`src/rtl/gpt_ic_pkg.sv`:
```
`default_nettype none
// ============================================================================
// Package  : gpt_ic_pkg
// Brief    : Shared types and decode helpers for the timer input-capture path.
// Revision : 1.0 - initial release
// ============================================================================
package gpt_ic_pkg;

    localparam int MAX_N   = 8;
    localparam int c_CNT_W = $clog2(MAX_N);

    typedef enum logic [1:0] {
        RISE = 2'd0,
        FALL = 2'd1,
        BOTH = 2'd2
    } ic_pol_e;

    typedef enum logic [1:0] {
        DIV1 = 2'd0,
        DIV2 = 2'd1,
        DIV4 = 2'd2,
        DIV8 = 2'd3
    } ic_psc_e;

    typedef struct packed {
        logic [2:0] fs_log2;
        logic [3:0] n;
    } icf_cfg_t;

    // fs_log2 of 0 for ICF 0000-0011 means "sample every fCK_INT cycle".
    function automatic icf_cfg_t icf_decode(input logic [3:0] icf);
        icf_cfg_t r;
        case (icf)
            4'b0000: r = '{fs_log2: 3'd0, n: 4'd1};
            4'b0001: r = '{fs_log2: 3'd0, n: 4'd2};
            4'b0010: r = '{fs_log2: 3'd0, n: 4'd4};
            4'b0011: r = '{fs_log2: 3'd0, n: 4'd8};
            4'b0100: r = '{fs_log2: 3'd1, n: 4'd6};
            4'b0101: r = '{fs_log2: 3'd1, n: 4'd8};
            4'b0110: r = '{fs_log2: 3'd2, n: 4'd6};
            4'b0111: r = '{fs_log2: 3'd2, n: 4'd8};
            4'b1000: r = '{fs_log2: 3'd3, n: 4'd6};
            4'b1001: r = '{fs_log2: 3'd3, n: 4'd8};
            4'b1010: r = '{fs_log2: 3'd4, n: 4'd5};
            4'b1011: r = '{fs_log2: 3'd4, n: 4'd6};
            4'b1100: r = '{fs_log2: 3'd4, n: 4'd8};
            4'b1101: r = '{fs_log2: 3'd5, n: 4'd5};
            4'b1110: r = '{fs_log2: 3'd5, n: 4'd6};
            default: r = '{fs_log2: 3'd5, n: 4'd8};
        endcase
        return r;
    endfunction

    function automatic logic [1:0] ckd_log2(input logic [1:0] ckd);
        case (ckd)
            2'b01:   return 2'd1;
            2'b10:   return 2'd2;
            default: return 2'd0;
        endcase
    endfunction

    function automatic ic_pol_e pol_decode(input logic ccnp, input logic ccp);
        case ({ccnp, ccp})
            2'b01:   return FALL;
            2'b11:   return BOTH;
            default: return RISE;
        endcase
    endfunction

endpackage
`default_nettype wire

```
`src/rtl/gpt_ic_filter.sv`:
```
`default_nettype none
// ============================================================================
// Module   : gpt_ic_filter
// Brief    : Pin synchroniser, sample-period divider and N-sample digital filter.
// Options  : GPT_IC_GLITCH_CNT_EN adds glitch_cnt_o
// Revision : 1.0 - initial release
// ============================================================================
module gpt_ic_filter
    import gpt_ic_pkg::*;
#(
    parameter int SYNC_STAGES = 2,
    parameter int DIV_W       = 7
) (
    input  logic       clk_i,
    input  logic       rst_i,
    input  logic       ti_i,
    input  logic [3:0] icf_i,
    input  logic [1:0] ckd_i,
    output logic       tif_o
`ifdef GPT_IC_GLITCH_CNT_EN
    ,
    output logic [7:0] glitch_cnt_o
`endif
);

    logic [SYNC_STAGES-1:0] r_sync;
    logic [DIV_W-1:0]       r_div;
    logic [c_CNT_W-1:0]     r_cnt;
    logic                   r_tif;
    logic [3:0]             r_icf_d;
    logic [1:0]             r_ckd_d;

    icf_cfg_t               w_cfg;
    logic [2:0]             w_p_log2;
    logic [DIV_W-1:0]       w_p_m1;
    logic [c_CNT_W-1:0]     w_n_m1;
    logic                   w_s;
    logic                   w_tick;
    logic                   w_cfg_chg;

    assign w_cfg     = icf_decode(icf_i);
    // The CKD prescale only applies once the filter uses a divided sampling clock.
    assign w_p_log2  = (icf_i[3:2] == 2'b00) ? 3'd0
                     : w_cfg.fs_log2 + {1'b0, ckd_log2(ckd_i)};
    assign w_p_m1    = DIV_W'((32'd1 << w_p_log2) - 32'd1);
    assign w_n_m1    = c_CNT_W'(w_cfg.n - 4'd1);
    assign w_s       = r_sync[SYNC_STAGES-1];
    assign w_tick    = (r_div == w_p_m1);
    assign w_cfg_chg = (icf_i != r_icf_d) || (ckd_i != r_ckd_d);

    always_ff @(posedge clk_i) begin
        if (rst_i) begin
            r_sync  <= '0;
            r_div   <= '0;
            r_cnt   <= '0;
            r_tif   <= 1'b0;
            r_icf_d <= '0;
            r_ckd_d <= '0;
        end else begin
            r_sync  <= {r_sync[SYNC_STAGES-2:0], ti_i};
            r_icf_d <= icf_i;
            r_ckd_d <= ckd_i;
            if (w_cfg_chg) begin
                r_div <= '0;
                r_cnt <= '0;
            end else begin
                r_div <= w_tick ? '0 : r_div + 1'b1;
                if (w_tick) begin
                    if (w_s == r_tif) begin
                        r_cnt <= '0;
                    end else if (r_cnt == w_n_m1) begin
                        r_tif <= ~r_tif;
                        r_cnt <= '0;
                    end else begin
                        r_cnt <= r_cnt + 1'b1;
                    end
                end
            end
        end
    end

    assign tif_o = r_tif;

`ifdef GPT_IC_GLITCH_CNT_EN
    logic [7:0] r_glitch;

    // A glitch is a partially counted excursion that the pin abandoned.
    always_ff @(posedge clk_i) begin
        if (rst_i) begin
            r_glitch <= '0;
        end else if (!w_cfg_chg && w_tick && (r_cnt != '0) && (w_s == r_tif)
                     && (r_glitch != 8'hFF)) begin
            r_glitch <= r_glitch + 1'b1;
        end
    end

    assign glitch_cnt_o = r_glitch;
`endif

endmodule
`default_nettype wire

```
`src/rtl/gpt_ic_conditioner.sv`:
```
`default_nettype none
// ============================================================================
// Module   : gpt_ic_conditioner
// Brief    : Per-channel capture front end: filter, edge detect, polarity, prescaler.
// Options  : GPT_IC_GLITCH_CNT_EN adds glitch_cnt_o
// Revision : 1.0 - initial release
// ============================================================================
module gpt_ic_conditioner
    import gpt_ic_pkg::*;
#(
    parameter int SYNC_STAGES = 2,
    parameter int DIV_W       = 7
) (
    input  logic       clk_i,
    input  logic       rst_i,
    input  logic       ti_i,
    input  logic [3:0] icf_i,
    input  logic [1:0] ckd_i,
    input  logic       ccp_i,
    input  logic       ccnp_i,
    input  logic [1:0] icpsc_i,
    input  logic       cap_en_i,
    output logic       tif_o,
    output logic       tifp_o,
    output logic       ti_ed_o,
    output logic       ic_o
`ifdef GPT_IC_GLITCH_CNT_EN
    ,
    output logic [7:0] glitch_cnt_o
`endif
);

    logic       w_tif;
    logic       w_ed;
    logic       w_sel;
    logic       w_clr;
    logic [2:0] w_d_m1;
    ic_pol_e    w_pol;
    ic_psc_e    w_psc;

    logic       r_tif_d;
    logic [1:0] r_psc_d;
    logic [2:0] r_pcnt;
    logic       r_ic;

    gpt_ic_filter #(
        .SYNC_STAGES (SYNC_STAGES),
        .DIV_W       (DIV_W)
    ) u_filter (
        .clk_i        (clk_i),
        .rst_i        (rst_i),
        .ti_i         (ti_i),
        .icf_i        (icf_i),
        .ckd_i        (ckd_i),
        .tif_o        (w_tif)
`ifdef GPT_IC_GLITCH_CNT_EN
        ,
        .glitch_cnt_o (glitch_cnt_o)
`endif
    );

    assign w_ed  = w_tif ^ r_tif_d;
    assign w_pol = pol_decode(ccnp_i, ccp_i);
    assign w_psc = ic_psc_e'(icpsc_i);
    assign w_clr = !cap_en_i || (icpsc_i != r_psc_d);

    always_comb begin
        w_sel = 1'b0;
        case (w_pol)
            RISE:    w_sel = w_ed & w_tif;
            FALL:    w_sel = w_ed & ~w_tif;
            BOTH:    w_sel = w_ed;
            default: w_sel = 1'b0;
        endcase
    end

    always_comb begin
        w_d_m1 = 3'd0;
        case (w_psc)
            DIV1:    w_d_m1 = 3'd0;
            DIV2:    w_d_m1 = 3'd1;
            DIV4:    w_d_m1 = 3'd3;
            DIV8:    w_d_m1 = 3'd7;
            default: w_d_m1 = 3'd0;
        endcase
    end

    // Clears win over events so a capture never straddles a prescaler reconfiguration.
    always_ff @(posedge clk_i) begin
        if (rst_i) begin
            r_tif_d <= 1'b0;
            r_psc_d <= '0;
            r_pcnt  <= '0;
            r_ic    <= 1'b0;
        end else begin
            r_tif_d <= w_tif;
            r_psc_d <= icpsc_i;
            r_ic    <= 1'b0;
            if (w_clr) begin
                r_pcnt <= '0;
            end else if (w_sel) begin
                if (r_pcnt == w_d_m1) begin
                    r_pcnt <= '0;
                    r_ic   <= 1'b1;
                end else begin
                    r_pcnt <= r_pcnt + 1'b1;
                end
            end
        end
    end

    assign tif_o   = w_tif;
    assign tifp_o  = w_tif ^ (w_pol == FALL);
    assign ti_ed_o = w_ed;
    assign ic_o    = r_ic;

endmodule
`default_nettype wire

```
`config.mk`:
```
export PLATFORM = sky130hd
export DESIGN_NAME = gpt_ic_conditioner
export DESIGN_NICKNAME = d
export VERILOG_FILES = /design/src/rtl/gpt_ic_pkg.sv /design/src/rtl/gpt_ic_filter.sv /design/src/rtl/gpt_ic_conditioner.sv
export SDC_FILE = /design/constraint.sdc
export NUM_CORES = 1
export LEC_CHECK = 0
export CAP_MARGIN = 20
export CORE_MARGIN = 4
export CORE_UTILIZATION = 25
export DETAILED_ROUTE_END_ITERATION = 16
export GPL_TIMING_DRIVEN = 0
export PLACE_DENSITY = 0.43
export SETUP_SLACK_MARGIN = 0.4
export SYNTH_ARGS = -nofsm -noshare
export SYNTH_HDL_FRONTEND = slang
export SYNTH_SLANG_ARGS = --single-unit
```
`constraint.sdc`:
```
create_clock -name clk_i -period 5.75 [get_ports clk_i]
set_input_delay 1.4375 -clock clk_i [delete_from_list [all_inputs] [get_ports clk_i]]
set_output_delay 1.4375 -clock clk_i [all_outputs]
set_load 0.005 [all_outputs]
```
==> impl_metrics.toml, run 1 <==
[global_route]
grt_usage_pct = 8.90
use_met1_pct = 11.8
grt_pass1_vias = 1331
grt_pass1_wl_mm = 6.22
grt_remaining_overflow = 0
grt_util_met3_pct = 1.75
met2_usage_pct = 14.9
top_usage_layer = "met2"
grt_max_degree = 16
antenna_found_initial = 0

[critical_path]
cp_max_fo = 5
crit_type = "in -> reg"
critPathLaunchType = "input pin"
reg2reg_to = "u_filter.tif_o"
cp_slowest_cell = "or4b_4"
timing.rr.start = "u_filter.r_div[2]"
crit_required_ps = 5920
crit_top_cell = "ha_4"
regToRegSetupSlack_ps = 3150
worstPathArrival_ps = 5400
cp_cell_sequence = "buf_12 -> inv_8 -> ha_4 -> nor2_4 -> o21ai_2 -> o31ai_4 -> ha_2 -> inv_2 -> fa_2 -> xnor2_2 -> a211oi_4 -> nand4b_1 -> ha_4 -> xnor2_4 -> or3_1 -> a211o_1 -> a31oi_1 -> or4b_4 -> buf_6 -> nor3_4 -> mux2_4"
rr_worst_depth = 8
max_stage_delay_ps = 490
end_kind = "flop"

[synth]
synth_top_cell_area_share_pct = 30.4
ys_warn_count = 0
synthAdderAreaFrac_pct = 8.49
syn_area_mm2 = 0.00171
synth_cells = 200
yosys.area_share.simple_pct = 27.7
ys.flop_type = "dfxtp_1"
ys_ff_latch = 26
syn_nets = 225
synth_xor_area_share_pct = 12.8
muxShareOfSynthArea_pct = 3.00
synth.distinct_cells = 48
synth_top_family_by_area = "simple AND/OR/NAND/NOR gates"
synth_area_per_cell_um2 = 8.55
async_reset_ff_share_pct = 0
synth_top_area_cell = "dfxtp_1"
synth-edff-count = 0
ys_seq_area_share_pct = 30.4
netlist_top_cells_area = "dfxtp_1 30%, ha_1 7.3%, xnor2_1 7.2%"
synth_compound_area_share_pct = 13.2

[power_and_ir_drop]
p_leak_nw = 0.886
p_total_mw = 0.461
ir_drop_mv = 0.116
pwr-share-comb_pct = 27.5
power_switching_mw = 0.120
swShare_pct = 26.0
seqPwrFrac_pct = 40.1
clkPwrFrac_pct = 32.4
power_density_mw_per_mm2 = 200
p_int_mw = 0.341

[final_layout]
drive_gt1_share_pct = 19.3
diodes = 0
layout_common_cells = "26 x dfxtp_1, 19 x nor2_1, 12 x xnor2_1"
nNetsFinal = 254
fin_util_pct = 35.5
layout_commonest_cell = "dfxtp_1"
stdcell_area_mm2 = 0.00231
fin_cells = 305
area_growth_syn_to_layout_pct = 34.9

[hold_path]
hp-class = "reg -> reg"
hold_start = "u_filter.r_sync[0]"
hold-path-endpoint = "u_filter.r_sync[1]"
holdPathStages = 1

[run]
cap_violations = 0

[route]
vias = 1464
via_per_inst = 4.80
route.detailed.drc = 0
wirelength_mm = 3.70
firstDrtPassIters = 4
ant_nets = 0
initialDrtViolationCount = 48
wl_per_cell_um = 12.1

[floorplanning]
die_h_um = 90.7
ios = 18
start_util_pct = 26.3
die_w_um = 90.7
die_area_mm2 = 0.00823
core_area_mm2 = 0.00649
rows = 29

[place]
dp_hpwl_mm = 2.81
post_dp_cell_area_mm2 = 0.00204
pre_cts_ws_ps = -836
placed_cells = 292
place_congestion = 0.724
portBuffers = 15

[clocking]
clock_latency_ps = 270
cts-root-buf = "clkbuf_8"
hold_buffers = 0
cts_num_sinks = 26
numCtsBuffers = 3
htree_levels = 1
cts_tree = "built"
cts.clk_slew.worst_paths_ps = 90
clock_tree.buffer_depth = 2

[timing]
finalSetupTns_ps = 0
whs_ps = 443
drv_slew = 0
min_period_over_period_pct = 91.1
rsz0062_at_grt = "true"
finalCriticalPeriod_ps = 5240
hold_viol_final = 0
fmax_mhz = 191
setup_ws_ps = 514
worst_pin_slew_ps = 512
setup_viol = 0
slew_headroom_pct = 65.8
clock_skew_ps = 8.75

[status]
status = "complete, no violations"
-- timing repair --
item	4_1_cts	5_1_grt
pin swaps	5	2
gates cloned	0	0
setup endpoints to repair	11	9
gates resized for setup	16	30
setup buffers	4	5
-- worst max-delay path by stage --
stage               slack, ps              to  cells past startpoint      from
global route              370  u_filter.tif_o                     21  icf_i[1]
floorplan                 330  u_filter.tif_o                     19  icf_i[2]
detailed placement       -840  u_filter.tif_o                     21  icf_i[1]
finish                    510  u_filter.tif_o                     21  icf_i[1]
CTS                       410  u_filter.tif_o                     17  ckd_i[0]
global placement         -860  u_filter.tif_o                     21  icf_i[1]
-- state kept, by name, summed over array words and instances, names as in the netlist --
| signal | flops |
|---|---|
| r_psc_d | 2 |
| u_filter.tif_o | 1 |
| ic_o | 1 |
| u_filter.r_icf_d | 4 |
| u_filter.r_sync | 2 |
| u_filter.r_div | 7 |
| u_filter.r_ckd_d | 2 |
| r_tif_d | 1 |
| r_pcnt | 3 |
| u_filter.r_cnt | 3 |
-- cell type report --
cell class / count / area (um2)
fill: 664 / 4190
multi-input combinational: 159 / 1240
sequential: 26 / 520
timing repair buffer: 24 / 246
tap: 77 / 96.3
buffer: 9 / 88.8
clock buffer: 3 / 41.3
inverter: 6 / 40.0
clock inverter: 1 / 30.0
-- power groups by stage --
stage               clock network (mW)  registers, mW  logic (mW)
floorplan                            0          0.189      0.0779
global placement                     0          0.189       0.106
detailed placement                   0          0.189       0.105
CTS                              0.157          0.185       0.112
global route                     0.164          0.186       0.139
finish                           0.149          0.185       0.127
-- critical path, delay by kind of cell --
family / cells / cell delay (ps)
xor+xnor: 2 / 310
compound gates: 5 / 830
mux: 1 / 310
buf+inv: 4 / 310
fa+ha+maj: 4 / 950
simple gates: 5 / 1250
-- cells by family (layout without fill, tap and decap cells) --
logic type	after synthesis	in the layout
xor gates and xnor gates	25	25
buffers and inverters	15	43
AOI/OAI and AO/OA	33	33
adders and majority gates	11	11
muxes	5	5
DFF	26	26
and+or+nand+nor	85	85
-- layer usage --
metal	vias up	share of wire, %
met5	-	0
met4	0	0.46
met3	2	2.7
met2	13	49
met1	679	48
li1	770	-
-- synthesized netlist by cell type, drive strengths merged, types with 2 or more instances --
cell,instances
or4b,2
nand4b,2
nand3b,2
nor4,2
nand4,2
a211oi,4
nand2b,2
nor2,21
a31oi,2
nor2b,12
inv,6
ha,10
xor2,11
xnor2,14
nor3,6
nand2,10
nor4b,2
nand3,8
a311oi,2
buf,5
o21bai,2
a211o,2
dfxtp,26
and3,6
o21ai,8
clkbuf,4
nor3b,2
or3,2
a21oi,6
mux2i,4
(Power assumes the default switching activity.)
==> run 2, diff against run 1 <==
- CORE_MARGIN: 4 -> unset
==> run 2 against run 1 <==
Largest cell class unchanged. Maximum frequency rose by 0.68%. Routed wire length decreased by 0.87%. Power fell by 6.9%. Via count rose by 0.89%. First-iteration DRC count decreased by 15%. Utilization is essentially flat. Worst hold slack better by 4.4 ps. Critical path type unchanged. Critical path depth shrank 3. Register-to-register slack gained 40 ps.
==> impl_metrics.toml, run 2 (synthesis gave the netlist of run 1 again) <==
[status]
status = "complete, no violations"

[floorplanning]
die_w_um = 84.7
rows = 29
die_h_um = 84.7
ios = 18
start_util_pct = 26.5
core_area_mm2 = 0.00646
die_area_mm2 = 0.00718

[timing]
drv_slew = 0
clock_skew_ps = 1.86
worst_pin_slew_ps = 525
finalSetupTns_ps = 0
setup_ws_ps = 549
min_period_over_period_pct = 90.4
hold_viol_final = 0
finalCriticalPeriod_ps = 5200
rsz0062_at_grt = "false"
fmax_mhz = 192
slew_headroom_pct = 64.9
setup_viol = 0
whs_ps = 448

[power_and_ir_drop]
p_int_mw = 0.308
p_leak_nw = 0.883
seqPwrFrac_pct = 43.1
power_density_mw_per_mm2 = 187
ir_drop_mv = 0.0735
clkPwrFrac_pct = 27.7
swShare_pct = 28.2
pwr-share-comb_pct = 29.3
power_switching_mw = 0.121

[run]
cap_violations = 0

[global_route]
top_usage_layer = "met2"
grt_pass1_wl_mm = 6.21
antenna_found_initial = 0
grt_remaining_overflow = 0
grt_max_degree = 15
grt_util_met3_pct = 1.97
grt_usage_pct = 10.6
use_met1_pct = 14.1
grt_pass1_vias = 1380
met2_usage_pct = 17.7

[final_layout]
area_growth_syn_to_layout_pct = 34.1
num-fill-cells = 663
largest_reg_flops = 7
diodes = 0
top_register = "u_filter.r_div"
largestRegisters = "u_filter.r_div x7, u_filter.r_icf_d x4"
nNetsFinal = 254
layout_commonest_cell = "dfxtp_1"
drive_gt1_share_pct = 19.7
layout_common_cells = "26 x dfxtp_1, 19 x nor2_1, 12 x xnor2_1"

[critical_path]
crit_top_cell = "buf_6"
cp_slowest_cell = "or4b_4"
crit_type = "in -> reg"
cp_top_family = "simple AND/OR/NAND/NOR gates"
max_stage_delay_ps = 490
critPathLaunchType = "input pin"
regToRegSetupSlack_ps = 3190
end_kind = "flop"
cp_max_fo = 10
crit_required_ps = 5910
timing.rr.start = "u_filter.r_div[2]"
worstPathArrival_ps = 5370
worst-path-buf-inv = 4
reg2reg_to = "u_filter.tif_o"
cp_num_cells = 18
rr_worst_depth = 8
cp_cell_sequence = "buf_6 -> clkbuf_4 -> o31ai_2 -> ha_2 -> inv_2 -> fa_2 -> xnor2_2 -> a211oi_4 -> nand4b_1 -> ha_4 -> xnor2_4 -> or3_1 -> a211o_1 -> a31oi_2 -> or4b_4 -> buf_6 -> nor3_4 -> mux2_4"

[clocking]
cts-root-buf = "clkbuf_8"
cts_num_sinks = 26
cts.clk_slew.worst_paths_ps = 90
clock_tree.buffer_depth = 2
numCtsBuffers = 3
clock_latency_ps = 270
cts_tree = "built"
htree_levels = 1
hold_buffers = 0

[route]
vias = 1477
firstDrtPassIters = 4
ant_nets = 0
via_per_inst = 4.84
initialDrtViolationCount = 41
wirelength_mm = 3.67
wl_per_cell_um = 12.0
route.detailed.drc = 0

[place]
dp_hpwl_mm = 2.79
portBuffers = 15
place_congestion = 0.713
pre_cts_ws_ps = -868

[hold_path]
holdPathStages = 1
hold_start = "u_filter.r_sync[0]"
hp-class = "reg -> reg"
hold-path-endpoint = "u_filter.r_sync[1]"
[run 2: cell types whose count changed in the layout (fill, tap and decap cells not counted), sizes merged]
cell,before,now
buf,17,16
clkbuf,6,8
bufinv,1,0
[run 2: metrics by stage]
step	utilization (%)	std cells	cell area, um2	total power [mW]
after floorplan	-	200	1790	0.267
after global placement	31.6	292	2040	0.295
after detailed placement	31.6	292	2040	0.295
after CTS	32.6	297	2110	0.418
after global routing	35.5	305	2290	0.458
final	35.5	305	2290	0.430
[run 2: final cells by class]
cell class	count	area [um2]	share of cell area (%)
Sequential cell	26	520	22.7
Buffer	9	87.6	3.82
Inverter	6	35.0	1.53
Clock buffer	4	55.1	2.40
Timing Repair Buffer	24	246	10.7
Multi-Input combinational cell	159	1250	54.6
Tap cell	77	96.3	4.20
[run 2: worst max-delay path by stage]
stage                        start              to  slack, ps
final                     icf_i[3]  u_filter.tif_o        550
after global routing      icf_i[3]  u_filter.tif_o        390
after CTS                 ckd_i[0]  u_filter.tif_o        420
after detailed placement  icf_i[1]  u_filter.tif_o       -870
after global placement    icf_i[1]  u_filter.tif_o       -880
after floorplan           icf_i[2]  u_filter.tif_o        330
[run 2: per-layer routing]
layer,share of wire [%],routed length [um]
met2,46,1700
met4,0.65,24
met1,49,1810
met5,0,0
met3,3.4,125
[run 2: power groups by stage]
stage	sequential (mW)	clock, mW	combinational (mW)
CTS	0.185	0.125	0.108
global route	0.186	0.134	0.139
finish	0.185	0.119	0.126
floorplan	0.189	0	0.0779
global placement	0.189	0	0.106
detailed placement	0.189	0	0.105
[run 2: timing repair]
item | in CTS | in global routing
hold endpoints to repair | 0 | 0
endpoints found under the setup margin | 11 | 6
pin swaps | 6 | 1
resized for setup | 15 | 26
buffers inserted | 1 | 8
==> patch, RTL diff (flow settings as in run 2) <==
Build with the macro `GPT_IC_GLITCH_CNT_EN` defined.
--- a/src/rtl/gpt_ic_filter.sv
+++ b/src/rtl/gpt_ic_filter.sv
@@ -6,4 +6,6 @@
 // Revision : 1.0 - initial release
 // ============================================================================
+`define GPT_IC_GLITCH_CNT_EN
+
 module gpt_ic_filter
     import gpt_ic_pkg::*;
Check against the original RTL (old outputs only; new: glitch_cnt_o): equivalent (Yosys induction, for registers that start in step).
==> patch against run 2 <==
  * First-iteration DRC count down 22%
  * Setup slack better by 0.19 ns
  * Synthesized cell count up 26%
  * Critical endpoint is now u_filter.glitch_cnt_o[5]
  * Cell area up 21%
  * Largest cell class unchanged
  * Wire length up 29%
  * Sequential cell count up 8
  * Synthesized area up 33%
  * Power up 35%
  * Hold slack worse by 0.0017 ns
==> patch: results <==
group,metric,value,unit
place,dp_hpwl,3.55,mm
global_route,grt_max_degree,11,
cts,clock_tree.buffer_depth,2,
hold_path,min_from,"u_filter.r_sync[0]",
status,status,"finished clean",
global_route,track_usage,10.5,%
routing,dr.first_iter.drc_count,32,
synthesis,yosysWarningCount,0,
synthesis,synthAdderAreaFrac,7.50,%
cts,clockRootBuffer,"clkbuf_8",
global_route,grt_pass1_wl,8.20,mm
routing,via_per_inst,4.66,
cts,cts.htree.levels,2,
worst_setup_path,r2r_cells,8,
synthesis,synth-main-ff-cell,"dfxtp_1",
place,routabilityCongestion,0.704,
synthesis,synth-xor-area-share,10.4,%
worst_setup_path,arrival,5.19,ns
hold_path,whs_endpoint,"u_filter.r_sync[1]",
timing,slew_headroom,63.1,%
global_route,antenna_found_initial,0,
hold_path,hold_class,"reg2reg",
power_and_ir_drop,p_leak,1.05,nW
cells_and_area,fin_nets,311,
synthesis,yosys-top-cells-area,"dfxtp_1, ha_1, xnor2_1",
cells_and_area,final.fill_count,935,
cells_and_area,drive_gt1_share,12.3,%
synthesis,synth.net_count,279,
synthesis,netlist_top_cells_count,"dfxtp_1, nor2_1, nor2b_1",
global_route,first_global_vias,1678,
synthesis,ys_async_sr_fraction,0,%
worst_setup_path,crit_path_max_fanout,10,
synthesis,synth-compound-area-share,10.4,%
synthesis,synth-seq-area-share,30.0,%
worst_setup_path,r2r_slack,3.39,ns
cells_and_area,largest_reg_flops,8,
place,portBuffers,23,
worst_setup_path,r2r_end,"u_filter.glitch_cnt_o[5]",
routing,finalWirelength,4.72,mm
cells_and_area,antenna_cells,0,
cts,path_clk_slew,0.08,ns
power_and_ir_drop,ir_worst_vdd,147,uV
cts,cts_made_buffers,5,
cts,insertion_delay,0.29,ns
timing,fin_skew,0.0100,ns
synthesis,netlist-cell-type-count,52,
synthesis,synth_mux_area_share,8.60,%
routing,dr.pass1.iters,4,
hold_path,holdPathStages,1,
worst_setup_path,r2r-start,"u_filter.r_div[6]",
==> patch: cell count changes after synthesis, moves of 4 or more <==
cell / delta
nor2b_1: +6
nand3_1: +9
inv_1: +4
dfxtp_1: +8
nor2_1: +4
==> patch: logic make-up after synthesis <==
group | Yosys count
muxes | 15
DFF | 34
xor gates and xnor gates | 26
buffers and inverters | 24
AOI/OAI and AO/OA | 31
and+or+nand+nor | 109
adders and majority gates | 13
==> patch: cell type report <==
| cell class | count | area share [%] |
|---|---|---|
| Tap cell | 108 | 4.87 |
| Buffer | 14 | 3.43 |
| Inverter | 10 | 1.35 |
| Sequential cell | 34 | 24.5 |
| Timing Repair Buffer | 25 | 8.57 |
| Multi-Input combinational cell | 194 | 53.4 |
| Clock buffer | 7 | 2.75 |
| Clock inverter | 1 | 1.08 |
==> patch: where the power goes <==
group          internal [W]  switching [W]
combinational     0.0000566      0.0000619
clock              0.000130      0.0000892
sequential         0.000239     0.00000144
==> patch: timing repair <==
item,4_1_cts,5_1_grt
pin swaps,3,3
buffers inserted,2,0
resized for setup,10,7
endpoints found under the setup margin,19,17
==> patch: worst max-delay path, cell delays in order <==
cell,delay [ns]
clkdlybuf4s50_1,0.52
nor2b_1,0.16
ha_1,0.16
inv_1,0.05
fa_2,0.38
and3_1,0.24
a211oi_4,0.23
o21ai_0,0.14
ha_2,0.24
nor4b_1,0.29
mux2i_1,0.14
a32oi_2,0.30
nand4_4,0.18
buf_4,0.22
nor3_2,0.16
mux2_1,0.33
==> patch: worst max-delay path by stage <==
stage          startpoint                        to  cells after the start  slack, ns
2_1_floorplan    icf_i[2]  u_filter.glitch_cnt_o[5]                     19       0.64
5_1_grt          icf_i[1]  u_filter.glitch_cnt_o[5]                     20       0.44
6_report         ckd_i[0]  u_filter.glitch_cnt_o[5]                     16       0.74
3_5_place_dp     icf_i[1]  u_filter.glitch_cnt_o[5]                     20      -0.50
4_1_cts          icf_i[1]  u_filter.glitch_cnt_o[5]                     20       0.43
3_3_place_gp     icf_i[1]  u_filter.glitch_cnt_o[5]                     20      -0.52
==> patch: per-stage QoR <==
stage	cells	hold slack, ns	cell area (sq um)	utilization (%)	worst slack [ns]
5_1_grt	393	0.470	2780	31.7	0.444
2_1_floorplan	252	0.414	2270	-	0.639
6_report	393	0.446	2780	31.7	0.738
3_5_place_dp	383	0.429	2630	30.1	-0.500
4_1_cts	393	0.448	2780	31.7	0.428
3_3_place_gp	383	0.418	2630	30.1	-0.516
==> patch: routing by layer <==
layer | vias up | wire, um | GRT usage [%]
li1 | 950 | - | -
met1 | 852 | 2510 | 15.0
met2 | 25 | 2040 | 15.6
met3 | 4 | 113 | 2.30
met4 | 0 | 57 | 3.39
met5 | - | 0 | 0
